**src/rtl/hdmi_timing_gen.sv**
```systemverilog
// -----------------------------------------------------------------------------
// hdmi_timing_gen
// Video timing generator for a 1280x720@60 raster (defaults). Issues per-pixel
// coordinate requests to the overlay/frame-buffer read path and accepts the
// RGB565 reply one cycle later. It emits sync, data enable and 24-bit RGB,
// all aligned two registers after the request stage, to the TMDS encoder.
//
// Optional build macro: HDMI_TIMING_GEN_TEST_PATTERN_EN
//   When it is defined and pattern_en is latched high at frame_start, the
//   output shows 8 vertical colour bars instead of pixel_data.
//
// Ports:
//   hdmi_clk     in   pixel clock
//   sys_rst_n    in   asynchronous active-low reset
//   pixel_data   in   RGB565 reply, valid 1 cycle after its data_req
//   pattern_en   in   colour-bar select (test-pattern builds only)
//   data_req     out  pixel request for pixel_xpos/pixel_ypos
//   pixel_xpos   out  active column, 0 when data_req is low
//   pixel_ypos   out  active row, 0 when data_req is low
//   video_hs     out  horizontal sync (polarity set by SYNC_POL)
//   video_vs     out  vertical sync (polarity set by SYNC_POL)
//   video_de     out  data enable
//   video_rgb    out  {R8,G8,B8}, zero outside video_de
//   frame_start  out  one-cycle pulse marking h=0,v=0 at the output stage
// -----------------------------------------------------------------------------
module hdmi_timing_gen #(
  parameter int H_SYNC   = 40,
  parameter int H_BACK   = 220,
  parameter int H_DISP   = 1280,
  parameter int H_FRONT  = 110,
  parameter int V_SYNC   = 5,
  parameter int V_BACK   = 20,
  parameter int V_DISP   = 720,
  parameter int V_FRONT  = 5,
  parameter int SYNC_POL = 1
) (
  input  logic        hdmi_clk,
  input  logic        sys_rst_n,
  input  logic [15:0] pixel_data,
  input  logic        pattern_en,
  output logic        data_req,
  output logic [10:0] pixel_xpos,
  output logic [10:0] pixel_ypos,
  output logic        video_hs,
  output logic        video_vs,
  output logic        video_de,
  output logic [23:0] video_rgb,
  output logic        frame_start
);

  localparam logic [11:0] H_TOTAL = 12'(H_SYNC + H_BACK + H_DISP + H_FRONT);
  localparam logic [11:0] V_TOTAL = 12'(V_SYNC + V_BACK + V_DISP + V_FRONT);
  localparam logic [11:0] HA      = 12'(H_SYNC + H_BACK);
  localparam logic [11:0] HA_END  = 12'(H_SYNC + H_BACK + H_DISP);
  localparam logic [11:0] VA      = 12'(V_SYNC + V_BACK);
  localparam logic [11:0] VA_END  = 12'(V_SYNC + V_BACK + V_DISP);
  localparam logic [11:0] HS_W    = 12'(H_SYNC);
  localparam logic [11:0] VS_W    = 12'(V_SYNC);
  // Level driven on the sync outputs while the pulse is inactive.
  localparam logic        SYNC_IDLE = (SYNC_POL == 0);

  logic [11:0] h_cnt;
  logic [11:0] v_cnt;

  logic        req_c;
  logic        hs_s0, vs_s0, fs_s0;
  logic        hs_s1, vs_s1, fs_s1, de_s1;
  logic [23:0] rgb_exp;
  logic [23:0] rgb_src;

  always_ff @(posedge hdmi_clk or negedge sys_rst_n) begin
    if (!sys_rst_n) begin
      h_cnt <= '0;
      v_cnt <= '0;
    end else if (h_cnt == H_TOTAL - 12'd1) begin
      h_cnt <= '0;
      v_cnt <= (v_cnt == V_TOTAL - 12'd1) ? 12'd0 : v_cnt + 12'd1;
    end else begin
      h_cnt <= h_cnt + 12'd1;
    end
  end

  assign req_c = (h_cnt >= HA) && (h_cnt < HA_END) &&
                 (v_cnt >= VA) && (v_cnt < VA_END);

  // Stage 0: request and raw timing terms.
  always_ff @(posedge hdmi_clk or negedge sys_rst_n) begin
    if (!sys_rst_n) begin
      data_req   <= 1'b0;
      pixel_xpos <= '0;
      pixel_ypos <= '0;
      hs_s0      <= SYNC_IDLE;
      vs_s0      <= SYNC_IDLE;
      fs_s0      <= 1'b0;
    end else begin
      data_req   <= req_c;
      pixel_xpos <= req_c ? 11'(h_cnt - HA) : 11'd0;
      pixel_ypos <= req_c ? 11'(v_cnt - VA) : 11'd0;
      hs_s0      <= (h_cnt < HS_W) ^ SYNC_IDLE;
      vs_s0      <= (v_cnt < VS_W) ^ SYNC_IDLE;
      fs_s0      <= (h_cnt == 12'd0) && (v_cnt == 12'd0);
    end
  end

  // Stage 1 (overlay is fetching) and stage 2 (outputs).
  always_ff @(posedge hdmi_clk or negedge sys_rst_n) begin
    if (!sys_rst_n) begin
      hs_s1       <= SYNC_IDLE;
      vs_s1       <= SYNC_IDLE;
      fs_s1       <= 1'b0;
      de_s1       <= 1'b0;
      video_hs    <= SYNC_IDLE;
      video_vs    <= SYNC_IDLE;
      video_de    <= 1'b0;
      frame_start <= 1'b0;
      video_rgb   <= '0;
    end else begin
      hs_s1       <= hs_s0;
      vs_s1       <= vs_s0;
      fs_s1       <= fs_s0;
      de_s1       <= data_req;
      video_hs    <= hs_s1;
      video_vs    <= vs_s1;
      video_de    <= de_s1;
      frame_start <= fs_s1;
      // pixel_data carries the reply to the stage-1 request; outside the
      // active window it is don't-care and must not leak onto the link.
      video_rgb   <= de_s1 ? rgb_src : 24'd0;
    end
  end

  // RGB565 -> RGB888 by replicating the top bits into the low bits.
  assign rgb_exp = {pixel_data[15:11], pixel_data[15:13],
                    pixel_data[10:5],  pixel_data[10:9],
                    pixel_data[4:0],   pixel_data[4:2]};

`ifdef HDMI_TIMING_GEN_TEST_PATTERN_EN
  localparam logic [10:0] BAR_W = 11'(H_DISP / 8);

  logic [10:0] xpos_s1;
  logic        pattern_q;
  logic [2:0]  bar_idx;
  logic [23:0] bar_rgb;

  always_ff @(posedge hdmi_clk or negedge sys_rst_n) begin
    if (!sys_rst_n) begin
      xpos_s1   <= '0;
      pattern_q <= 1'b0;
    end else begin
      xpos_s1 <= pixel_xpos;
      // Latch once per frame so a bar pattern never switches mid-frame.
      if (frame_start) pattern_q <= pattern_en;
    end
  end

  always_comb begin
    bar_idx = 3'(xpos_s1 / BAR_W);
    bar_rgb = 24'h000000;
    case (bar_idx)
      3'd0: bar_rgb = 24'hFFFFFF;
      3'd1: bar_rgb = 24'hFFFF00;
      3'd2: bar_rgb = 24'h00FFFF;
      3'd3: bar_rgb = 24'h00FF00;
      3'd4: bar_rgb = 24'hFF00FF;
      3'd5: bar_rgb = 24'hFF0000;
      3'd6: bar_rgb = 24'h0000FF;
      default: bar_rgb = 24'h000000;
    endcase
  end

  assign rgb_src = pattern_q ? bar_rgb : rgb_exp;
`else
  logic unused_pattern_en;
  assign unused_pattern_en = pattern_en;
  assign rgb_src           = rgb_exp;
`endif

endmodule
```
**config.mk**
```make
export PLATFORM = sky130hd
export DESIGN_NAME = hdmi_timing_gen
export DESIGN_NICKNAME = d
export VERILOG_FILES = /design/src/rtl/hdmi_timing_gen.sv
export SDC_FILE = /design/constraint.sdc
export NUM_CORES = 1
export LEC_CHECK = 0
export CORE_ASPECT_RATIO = 1.25
export CORE_UTILIZATION = 51
export CTS_CLUSTER_DIAMETER = 40
export DETAILED_ROUTE_END_ITERATION = 16
export GPL_ROUTABILITY_DRIVEN = 0
export PLACE_DENSITY = 0.87
export RECOVER_POWER = 25
export REMOVE_ABC_BUFFERS = 1
export SETUP_SLACK_MARGIN = 0.3
export SLEW_MARGIN = 20
export SYNTH_ARGS = -nofsm -noshare
export SYNTH_HDL_FRONTEND = slang
export SYNTH_SLANG_ARGS = --single-unit
```
**constraint.sdc**
```tcl
create_clock -name hdmi_clk -period 2.5 [get_ports hdmi_clk]
set_input_delay 0.5 -clock hdmi_clk [delete_from_list [all_inputs] [get_ports hdmi_clk]]
set_output_delay 0.5 -clock hdmi_clk [all_outputs]
set_load 0.1 [all_outputs]
```
==> reports/qor.txt, run 1 <==
Post-DP HPWL: 4.825 mm
Total Routing Usage GR: 0.2237
Min-delay worst type: flip-flop to flip-flop
DRT Pass-1 Iters: 4
XOR/XNOR Fraction of Synth Area: 0.06532
Vias in the first global route: 2404
Critical Path End: v_cnt[6]
CP arrival: 2.40 ns
Grt ovf: 0
Avg Vias per Cell: 5.560
Main combinational cell family by area after synthesis: simple AND/OR/NAND/NOR gates
FP Rows: 32
Max-Cap Viols: 0
Final nets: 400
I/O pin count: 70
Worst Skew: 0.008429 ns
CP Launch Type: flip-flop
Leading cell type in the layout, fill and taps excluded: dfrtp_1
Fin util: 0.6589
First-pass GRT wire length: 11.61 mm
Leakage: 2.000 nW
Synthesized flop and latch total: 74
Peak VDD IR: 0.2234 mV
Die Span Y: 92.64 um
I/O Buffers: 68
Post-synthesis mux area share: 0.01493
Post-synthesis adder-cell area fraction: 0.04106
DR DRC count: 0
Synth Area in Compound Gates: 0.05860
Max_slew headroom: 0.1400
Most frequent cells in the layout: 73 x dfrtp_1, 58 x buf_4, 24 x nor3_1
Synth Area in Simple Gates: 0.2053
Cell total after placement: 443
Setup_tns: 0 ns
RSZ-0062 raised after global routing: true
Max Freq: 0.4680 GHz
Die Footprint: 6903 um^2
Gate Count Post-Synth: 313
Post-synth EDFFs: 0
Synth unique cells: 45
Antenna diode count: 0
Crit path max fanout: 6
H-tree depth: 3
Worst-margin pin slew: 1.290 ns
DRT antenna net count: 0
Syn avg cell area: 10.71 um^2
CP required: 2.76 ns
Pwr dens: 518.7 nW/um^2
Reg clk slew, reported paths: 0.07 ns
Core Area: 6246 um^2
Via Count: 2552
Share of cells above drive strength 1: 0.2193
Fillers: 461
CTS tree: built
Tmin final: 2.137 ns
Final setup viols: 0
Detailed-route wire length per cell: 15.51 um
Final period util: 0.8546
Placed Area: 3911 um^2
CTS Buf Count: 9
Reg area: 1853 um^2
Final hold viol count: 0
Final Max Slew Viols: 0
Reg2reg path depth: 6
Final non-filler cell total: 459
Worst-Skew Late Latency: 0.35 ns
Combined area of the multi-input logic cells: 1301 um^2
Status: finished, final reports clean
Clock Sinks: 74
Critical Path Sink Type: flip-flop
Top FF cell, synth: dfrtp_1
Yosys warning total: 0
Setup CP Type: flip-flop to flip-flop
Final instance area: 4115 um^2
Worst Setup SP: h_cnt[3]
Post-Route WL: 7.119 mm
R2r startpoint: h_cnt[3]
Max Buffers Root-to-Sink: 2
Initial antenna violation count: 0
Largest net degree at the start of global routing: 52
Worst R2R End: v_cnt[6]
Syn Std Cell Area: 3352 um^2
Clk Tree Root Cell: clkbuf_8
Initial Utilization: 0.5367
Post-synth ARST share: 1.000
Flop2flop setup slack: 0.36 ns
Post-synthesis sequential area ratio: 0.5524
Layout area overhead: 22.77%
First DRT Iteration DRCs: 140
Die Wd: 74.51 um
state kept, by name (all words and copies together), names as in the netlist, 11 cells and up:
register,count
v_cnt,12
h_cnt,12
pixel_ypos,11
video_rgb,16
pixel_xpos,11
area by class of cell:
| class | count | share of cell area |
|---|---|---|
| clock buffer | 13 | 0.03618 |
| clock inverter | 2 | 0.009121 |
| tap | 85 | 0.02584 |
| sequential | 74 | 0.4503 |
| inverter | 13 | 0.01186 |
| timing repair buffer | 76 | 0.1505 |
| multi-input combinational | 196 | 0.3162 |
worst max-delay path, cell delays in order, from the launching register on:
cell and delay, ns:
dfrtp_2 0.44, inv_2 0.10, ha_1 0.18, nand4b_1 0.19, or4_4 0.54, or4b_1 0.51, o21ai_0 0.09
metal layers:
metal / share of wire / GRT usage / vias to the layer above
li1: - / - / 1180
met1: 0.39 / 0.2650 / 1260
met2: 0.53 / 0.3814 / 99
met3: 0.071 / 0.05767 / 13
met4: 0.015 / 0.08491 / 0
met5: 0 / 0 / -
how the worst min path moves through the flow:
stage	endpoint	startpoint	depth (start not counted)
final	video_vs	vs_s1	0
after global routing	video_vs	vs_s1	0
after CTS	pixel_xpos[3]	sys_rst_n	1
after detailed placement	video_vs	vs_s1	0
after global placement	video_vs	vs_s1	0
after floorplan	data_req	sys_rst_n	0
stage by stage:
step	hold WS [ns]	worst slack (ns)	total power, mW
global route	0.3525	0.2931	2.203
floorplan	0.2044	-0.02962	1.220
finish	0.3483	0.3634	2.134
detailed placement	0.3355	0.3212	1.272
global placement	0.3330	0.3776	1.272
CTS	0.1389	0.3150	2.152
cell families (layout without fill, tap and decap cells):
kind of cell	count (synthesis)	in the layout
AO/OA/AOI/OAI	32	32
XOR/XNOR	25	25
adder cells (fa/ha/maj)	11	11
buffers and inverters	43	104
flip-flops	74	74
multiplexers	5	5
AND/OR/NAND/NOR	123	123
repair_timing:
action | in CTS | in global routing
hold buffers | 0 | 0
gates resized for setup | 1 | 3
setup endpoints to repair | 2 | 4
pin swaps | 0 | 1
gates cloned | 0 | 0
setup buffers | 0 | 1
endpoints found under the hold margin | 0 | 0
Yosys cell counts, types with 4 or more instances:
cell type,number,share of area
a21oi_1,11,0.016
nor4_1,4,0.0075
or3_1,6,0.011
buf_4,8,0.018
dfrtp_1,74,0.55
nand2_1,19,0.021
nor2_1,14,0.016
nor3_1,24,0.036
clkbuf_1,13,0.015
and2_1,17,0.032
o21ai_0,8,0.012
buf_2,7,0.010
nand4_1,8,0.015
inv_1,13,0.015
and3_1,4,0.0075
xor2_1,6,0.016
mux2i_1,5,0.015
ha_1,11,0.041
nand3_1,10,0.015
xnor2_1,19,0.050
power breakdown:
group / internal, mW / switching, mW / leakage [nW]
sequential: 1.20 / 0 / 1.00
clock: 0.484 / 0.402 / 0.0897
combinational: 0.0252 / 0.0260 / 0.908
(Power assumes the default switching activity.)
==> run 2: changes to the inputs <==
--- a/config.mk
+++ b/config.mk
@@ -6,10 +6,11 @@
 export NUM_CORES = 1
 export LEC_CHECK = 0
 export CORE_ASPECT_RATIO = 1.25
+export CORE_MARGIN = 3
 export CORE_UTILIZATION = 51
 export CTS_CLUSTER_DIAMETER = 40
 export DETAILED_ROUTE_END_ITERATION = 16
-export GPL_ROUTABILITY_DRIVEN = 0
+export GPL_TIMING_DRIVEN = 1
 export PLACE_DENSITY = 0.87
 export RECOVER_POWER = 25
 export REMOVE_ABC_BUFFERS = 1
==> reports/qor.txt, run 2 (same netlist as run 1, synthesis figures left out) <==
Worst-Skew Late Latency: 0.34 ns (about the same)
Post-DP HPWL: 4.758 mm (-1.4%)
Placed Area: 3926 um^2 (+0.38%)
Leakage: 2.037 nW (+1.9%)
CP Launch Type: flip-flop
Max Freq: 0.4725 GHz (+0.96%)
Post-Place Setup Slack: 0.2913 ns (-0.02993 ns)
DR DRC count: 0 (unchanged)
Share of cells above drive strength 1: 0.2460 (+0.02678)
Tmin final: 2.116 ns (-0.02024 ns)
CP required: 2.76 ns (about the same)
H-tree depth: 3 (unchanged)
Reg clk slew, reported paths: 0.07 ns (about the same)
Initial Utilization: 0.5332 (-0.003418)
Failing checks: max-capacitance violations, max-slew violations
Antenna diode count: 0 (unchanged)
Max_slew headroom: -0.1412 (-0.2812)
Avg Vias per Cell: 5.488 (-1.3%)
I/O pin count: 70 (unchanged)
Die Wd: 78.51 um (+5.4%)
Grt ovf: 0 (unchanged)
CP arrival: 2.38 ns (-0.02 ns)
First DRT Iteration DRCs: 143 (+2.1%)
Total Routing Usage GR: 0.1920 (-0.03173)
Via Count: 2541 (-0.43%)
Met2 wire len: 3.642 mm (-2.8%)
CTS tree: built
Top reg by flops: video_rgb
Reg2reg path depth: 7 (+1)
Most frequent cells in the layout: 73 x dfrtp_1, 61 x buf_4, 24 x nor3_1
Met3 wire length: 454 um (-9.7%)
First-pass GRT wire length: 11.38 mm (-2.0%)
Flop2flop setup slack: 0.38 ns (+0.02 ns)
Final nets: 403 (+0.75%)
Final Max Slew Viols: 75 (+75)
CP cell instances: inv_2, ha_2, nand4b_1, or4_4, buf_4, or3_1, o21ai_0
Initial antenna violation count: 0 (unchanged)
Setup CP Type: flip-flop to flip-flop
Detailed-route wire length per cell: 15.27 um (-1.5%)
Final instance area: 4179 um^2 (+1.6%)
Top flop regs: video_rgb (16), h_cnt (12), v_cnt (12)
Worst path slowest cell: or4_4
Leading cell type in the layout, fill and taps excluded: dfrtp_1
Worst Skew: 0.009480 ns (+0.001050 ns)
Largest net degree at the start of global routing: 75 (+44%)
WHS Path Cells: 0 (unchanged)
Die Footprint: 7587 um^2 (+9.9%)
Pwr dens: 549.9 nW/um^2 (+6.0%)
Top Metal Used: met4
Worst R2R End: v_cnt[3]
Largest register FFs: 16 (unchanged)
Clock Sinks: 74 (unchanged)
RSZ-0062 raised after global routing: true
Fin util: 0.6648 (+0.005955)
DRT Pass-1 Iters: 4 (unchanged)
Final worst slack: 0.3837 ns (+0.02024 ns)
Final setup viols: 0 (unchanged)
DRT antenna net count: 0 (unchanged)
Final period util: 0.8465 (-0.008097)
Worst Hold End: video_vs
Layout area overhead: 24.67%
I/O Buffers: 68 (unchanged)
Worst-margin pin slew: 1.712 ns (+0.4218 ns)
Max-Cap Viols: 1 (+1)
Max Buffers Root-to-Sink: 2 (unchanged)
FP Rows: 32 (unchanged)
Tot Pwr: 2.298 mW (+7.7%)
Clk Tree Root Cell: clkbuf_8
M1 wire length: 2.810 mm (+1.9%)
CP max stage delay: 0.54 ns (about the same)
Critical Path Sink Type: flip-flop
CTS Hold Bufs: 0 (unchanged)
R2r startpoint: h_cnt[3]
Min-delay worst type: flip-flop to flip-flop
Vias in the first global route: 2406 (+0.083%)
Status: finished with violations
Peak VDD IR: 0.2402 mV (+7.5%)
Final hold viol count: 0 (unchanged)
Core Area: 6286 um^2 (+0.64%)
WHS: 0.3546 ns (+0.006276 ns)
Post-Route WL: 7.070 mm (-0.69%)
CTS Buf Count: 9 (unchanged)
Crit path max fanout: 7 (+1)
Routability cong.: 0.9272
Hold path startpoint: vs_s1
Die Span Y: 96.64 um (+4.3%)
run 2: cell types whose count changed in the layout (fill, tap and decap cells not counted), sizes merged:
cell | previous run | this run
buf | 59 | 62
bufinv | 1 | 2
clkbuf | 14 | 12
clkinv | 0 | 1
inv | 13 | 14
run 2: layout make-up:
cell class	count	area, um^2
Inverter	13	48.80
Multi-Input combinational cell	196	1306
Tap cell	85	106.4
Clock inverter	5	85.08
Sequential cell	74	1853
Clock buffer	11	151.4
Fill cell	429	2107
Timing Repair Buffer	79	628.1
run 2: worst max-delay path, delay by kind of cell (launching register included):
kind / cells / cell delay (ns)
flip-flops: 1 / 0.41
AND/OR/NAND/NOR: 3 / 1.07
buffers and inverters: 2 / 0.27
adder cells (fa/ha/maj): 1 / 0.21
AO/OA/AOI/OAI: 1 / 0.08
run 2: report_power, final:
| group | switching, mW | internal, mW | total, mW |
|---|---|---|---|
| Clock | 0.433 | 0.621 | 1.05 |
| Sequential | 0 | 1.20 | 1.20 |
| Combinational | 0.0245 | 0.0225 | 0.0471 |
run 2: repair_timing:
| item | 4_1_cts | 5_1_grt |
|---|---|---|
| pin swaps | 0 | 1 |
| resized for setup | 2 | 5 |
| setup endpoints to repair | 2 | 3 |
| gates cloned | 0 | 0 |
| setup buffers | 0 | 2 |
run 2: routing by layer:
layer	vias to the layer above	GRT usage
met3	16	0.05214
met5	-	0
met2	110	0.3244
li1	1185	-
met1	1230	0.2257
met4	0	0.08479
run 2: how the worst max path moves through the flow:
stage	start	endpoint	slack [ns]	depth (start not counted)
floorplan	v_cnt[8]	pixel_xpos[4]	-0.03	4
global placement	h_cnt[3]	v_cnt[6]	0.36	6
detailed placement	h_cnt[3]	v_cnt[3]	0.29	7
CTS	h_cnt[3]	v_cnt[3]	0.31	7
global route	sys_rst_n	h_cnt[3]	0.26	2
finish	h_cnt[3]	v_cnt[3]	0.38	7
run 2: metrics by stage:
stage	setup TNS, ns	std cells
finish	0	463
global route	0	463
CTS	0	461
detailed placement	0	445
global placement	0	445
floorplan	-0.4268	283
==> run 3: changes to the inputs <==
--- a/config.mk
+++ b/config.mk
@@ -7,11 +7,11 @@
 export LEC_CHECK = 0
 export CORE_ASPECT_RATIO = 1.25
 export CORE_MARGIN = 3
-export CORE_UTILIZATION = 51
+export CORE_UTILIZATION = 46
 export CTS_CLUSTER_DIAMETER = 40
 export DETAILED_ROUTE_END_ITERATION = 16
 export GPL_TIMING_DRIVEN = 1
-export PLACE_DENSITY = 0.87
+export PLACE_DENSITY = 0.83
 export RECOVER_POWER = 25
 export REMOVE_ABC_BUFFERS = 1
 export SETUP_SLACK_MARGIN = 0.3
==> constraint.sdc (replaced) <==
create_clock -name hdmi_clk -period 1.8 [get_ports hdmi_clk]
set_input_delay 0.36 -clock hdmi_clk [delete_from_list [all_inputs] [get_ports hdmi_clk]]
set_output_delay 0.36 -clock hdmi_clk [all_outputs]
set_load 0.1 [all_outputs]
==> reports/qor.txt, run 3 (same netlist as run 1, synthesis figures left out) <==
Grt ovf: 0 (unchanged)
Most frequent cells in the layout: 73 x dfrtp_1, 51 x buf_12, 51 x buf_4
Setup CP Type: flip-flop to flip-flop
First-pass GRT wire length: 20.35 mm (+79%)
CP required: 2.09 ns (-0.67 ns)
Die Span Y: 101.4 um (+5.0%)
CP arrival: 2.38 ns (about the same)
WP depth: 4 (-3)
CTS tree: built
Worst path slowest cell: or4_4
Final period util: 1.159 (+0.3128)
FP Rows: 34 (+6.3%)
I/O Buffers: 68 (unchanged)
Top flop regs: video_rgb (16), h_cnt (12), v_cnt (12)
Layout area overhead: 67.97%
Reg area: 1853 um^2 (unchanged)
Final hold viol count: 0 (unchanged)
Detailed-route wire length per cell: 27.95 um (+83%)
CP max stage delay: 0.56 ns (+0.02 ns)
Bufs and invs on worst path: 0 (-2)
CP Launch Type: flip-flop
Pwr dens: 617.6 nW/um^2 (+12%)
Worst-margin pin slew: 1.001 ns (-0.7105 ns)
Die Wd: 82.35 um (+4.9%)
CP top delay family: simple AND/OR/NAND/NOR gates
Peak VDD IR: 0.6099 mV (+150%)
Routability cong.: 0.8837 (-4.7%)
DR DRC count: 0 (unchanged)
Initial Utilization: 0.4775 (-0.05570)
Placed Area: 4886 um^2 (+24%)
First DRT Iteration DRCs: 589 (+310%)
Post-DP HPWL: 6.935 mm (+46%)
Max Freq: 0.4792 GHz (+1.4%)
Post-Route WL: 14.62 mm (+110%)
Share of cells above drive strength 1: 0.4457 (+0.1997)
Fin util: 0.8021 (+0.1373)
Status: finished with violations
I/O pin count: 70 (unchanged)
Final instance area: 5630 um^2 (+35%)
Final Max Slew Viols: 0 (-100%)
Leakage: 2.534 nW (+24%)
Min-delay worst type: primary input to async pin
Critical Path Sink Type: flip-flop
Failing checks: negative setup slack
Clk Tree Root Cell: clkbuf_8
Max_slew headroom: 0.3325 (+0.4737)
Max Buffers Root-to-Sink: 2 (unchanged)
Reg clk slew, reported paths: 0.09 ns (+0.02 ns)
DRT Pass-1 Iters: 5 (+1)
DRT antenna net count: 0 (unchanged)
Reg2reg path depth: 4 (-3)
Via Count: 3326 (+31%)
Combined area of the multi-input logic cells: 1615 um^2 (+24%)
Antenna diode count: 0 (unchanged)
Worst-Skew Late Latency: 0.37 ns (+0.03 ns)
Final worst slack: -0.2868 ns (-0.6705 ns)
Final setup viols: 45 (+45)
Fillers: 302 (-30%)
Clock Sinks: 74 (unchanged)
Avg Vias per Cell: 6.359 (+16%)
Vias in the first global route: 3356 (+39%)
Tmin final: 2.087 ns (-0.02955 ns)
Post-Place Setup Slack: -0.2175 ns (-0.5088 ns)
Largest net degree at the start of global routing: 75 (unchanged)
Leading cell type in the layout, fill and taps excluded: dfrtp_1
Max-Cap Viols: 0 (-1)
CTS Buf Count: 9 (unchanged)
Largest register FFs: 16 (unchanged)
Worst Skew: 0.01477 ns (+0.005293 ns)
Crit path max fanout: 3 (-4)
Top reg by flops: video_rgb
CP most frequent cell: or4_4
Final nets: 458 (+14%)
Core Area: 7019 um^2 (+12%)
CP cell instances: or4_4, or4_4, or3_4, nor3_4
Initial antenna violation count: 0 (unchanged)
Total Routing Usage GR: 0.3448 (+0.1528)
H-tree depth: 3 (unchanged)
Die Footprint: 8354 um^2 (+10%)
RSZ-0062 raised after global routing: true
## run 3: cell types whose count changed in the layout (fill, tap and decap cells not counted), moves of 7 or more
| cell | change |
|---|---|
| buf_4 | -10 |
| a21oi_2 | +7 |
| nor2_4 | +7 |
| buf_6 | +11 |
| a21oi_1 | -7 |
| nor2_1 | -8 |
| buf_12 | +51 |
## run 3: final timing paths
path | startpoint | to | slack [ns]
worst max-delay path | v_cnt[8] | fs_s0 | -0.29
worst min register to register | fs_s1 | frame_start | 0.37
max in group asynchronous | sys_rst_n | h_cnt[6] | 0.86
worst max register to register | v_cnt[8] | fs_s0 | -0.29
min in group hdmi_clk | fs_s1 | frame_start | 0.37
worst min-delay path | sys_rst_n | v_cnt[10] | 0.27
## run 3: metrics by stage
stage / power [mW] / hold WS (ns) / TNS [ns] / instances
2_1_floorplan: 1.694 / 0.06441 / -21.10 / 283
3_3_place_gp: 1.765 / 0.3332 / -2.851 / 492
3_5_place_dp: 1.767 / 0.3365 / -4.302 / 492
4_1_cts: 3.458 / 0.04186 / -4.495 / 519
5_1_grt: 3.565 / 0.3580 / -7.180 / 523
6_report: 3.477 / 0.2695 / -6.839 / 523
## run 3: what timing repair did
action | CTS | global route
gates cloned | 2 | 0
gates resized for setup | 60 | 34
setup buffers | 9 | 4
pin swaps | 13 | 10
hold buffers | 0 | 0
setup endpoints to repair | 47 | 48
## run 3: area by class of cell
| type | count | share of cell area |
|---|---|---|
| Tap cell | 90 | 0.02000 |
| Inverter | 13 | 0.008667 |
| Timing Repair Buffer | 134 | 0.3082 |
| Sequential cell | 74 | 0.3291 |
| Clock inverter | 7 | 0.02511 |
| Clock buffer | 9 | 0.02200 |
| Multi-Input combinational cell | 196 | 0.2869 |
## run 3: worst reg2reg max path, cell delays in order, from the launching register on
cell and delay [ns]:
dfrtp_1 0.40, or4_4 0.56, or4_4 0.48, or3_4 0.39, nor3_4 0.20
## run 3: per-layer routing
| layer | share of wire | track usage | up-vias |
|---|---|---|---|
| li1 | - | - | 1289 |
| met1 | 0.34 | 0.4067 | 1576 |
| met2 | 0.47 | 0.5426 | 339 |
| met3 | 0.10 | 0.08363 | 122 |
| met4 | 0.083 | 0.2455 | 0 |
| met5 | 0 | 0 | - |
## run 3: where the power goes
part           internal (mW)  switching, mW  total (mW)
Clock                   1.06          0.687        1.75
Combinational         0.0320         0.0369      0.0690
Sequential              1.66              0        1.66
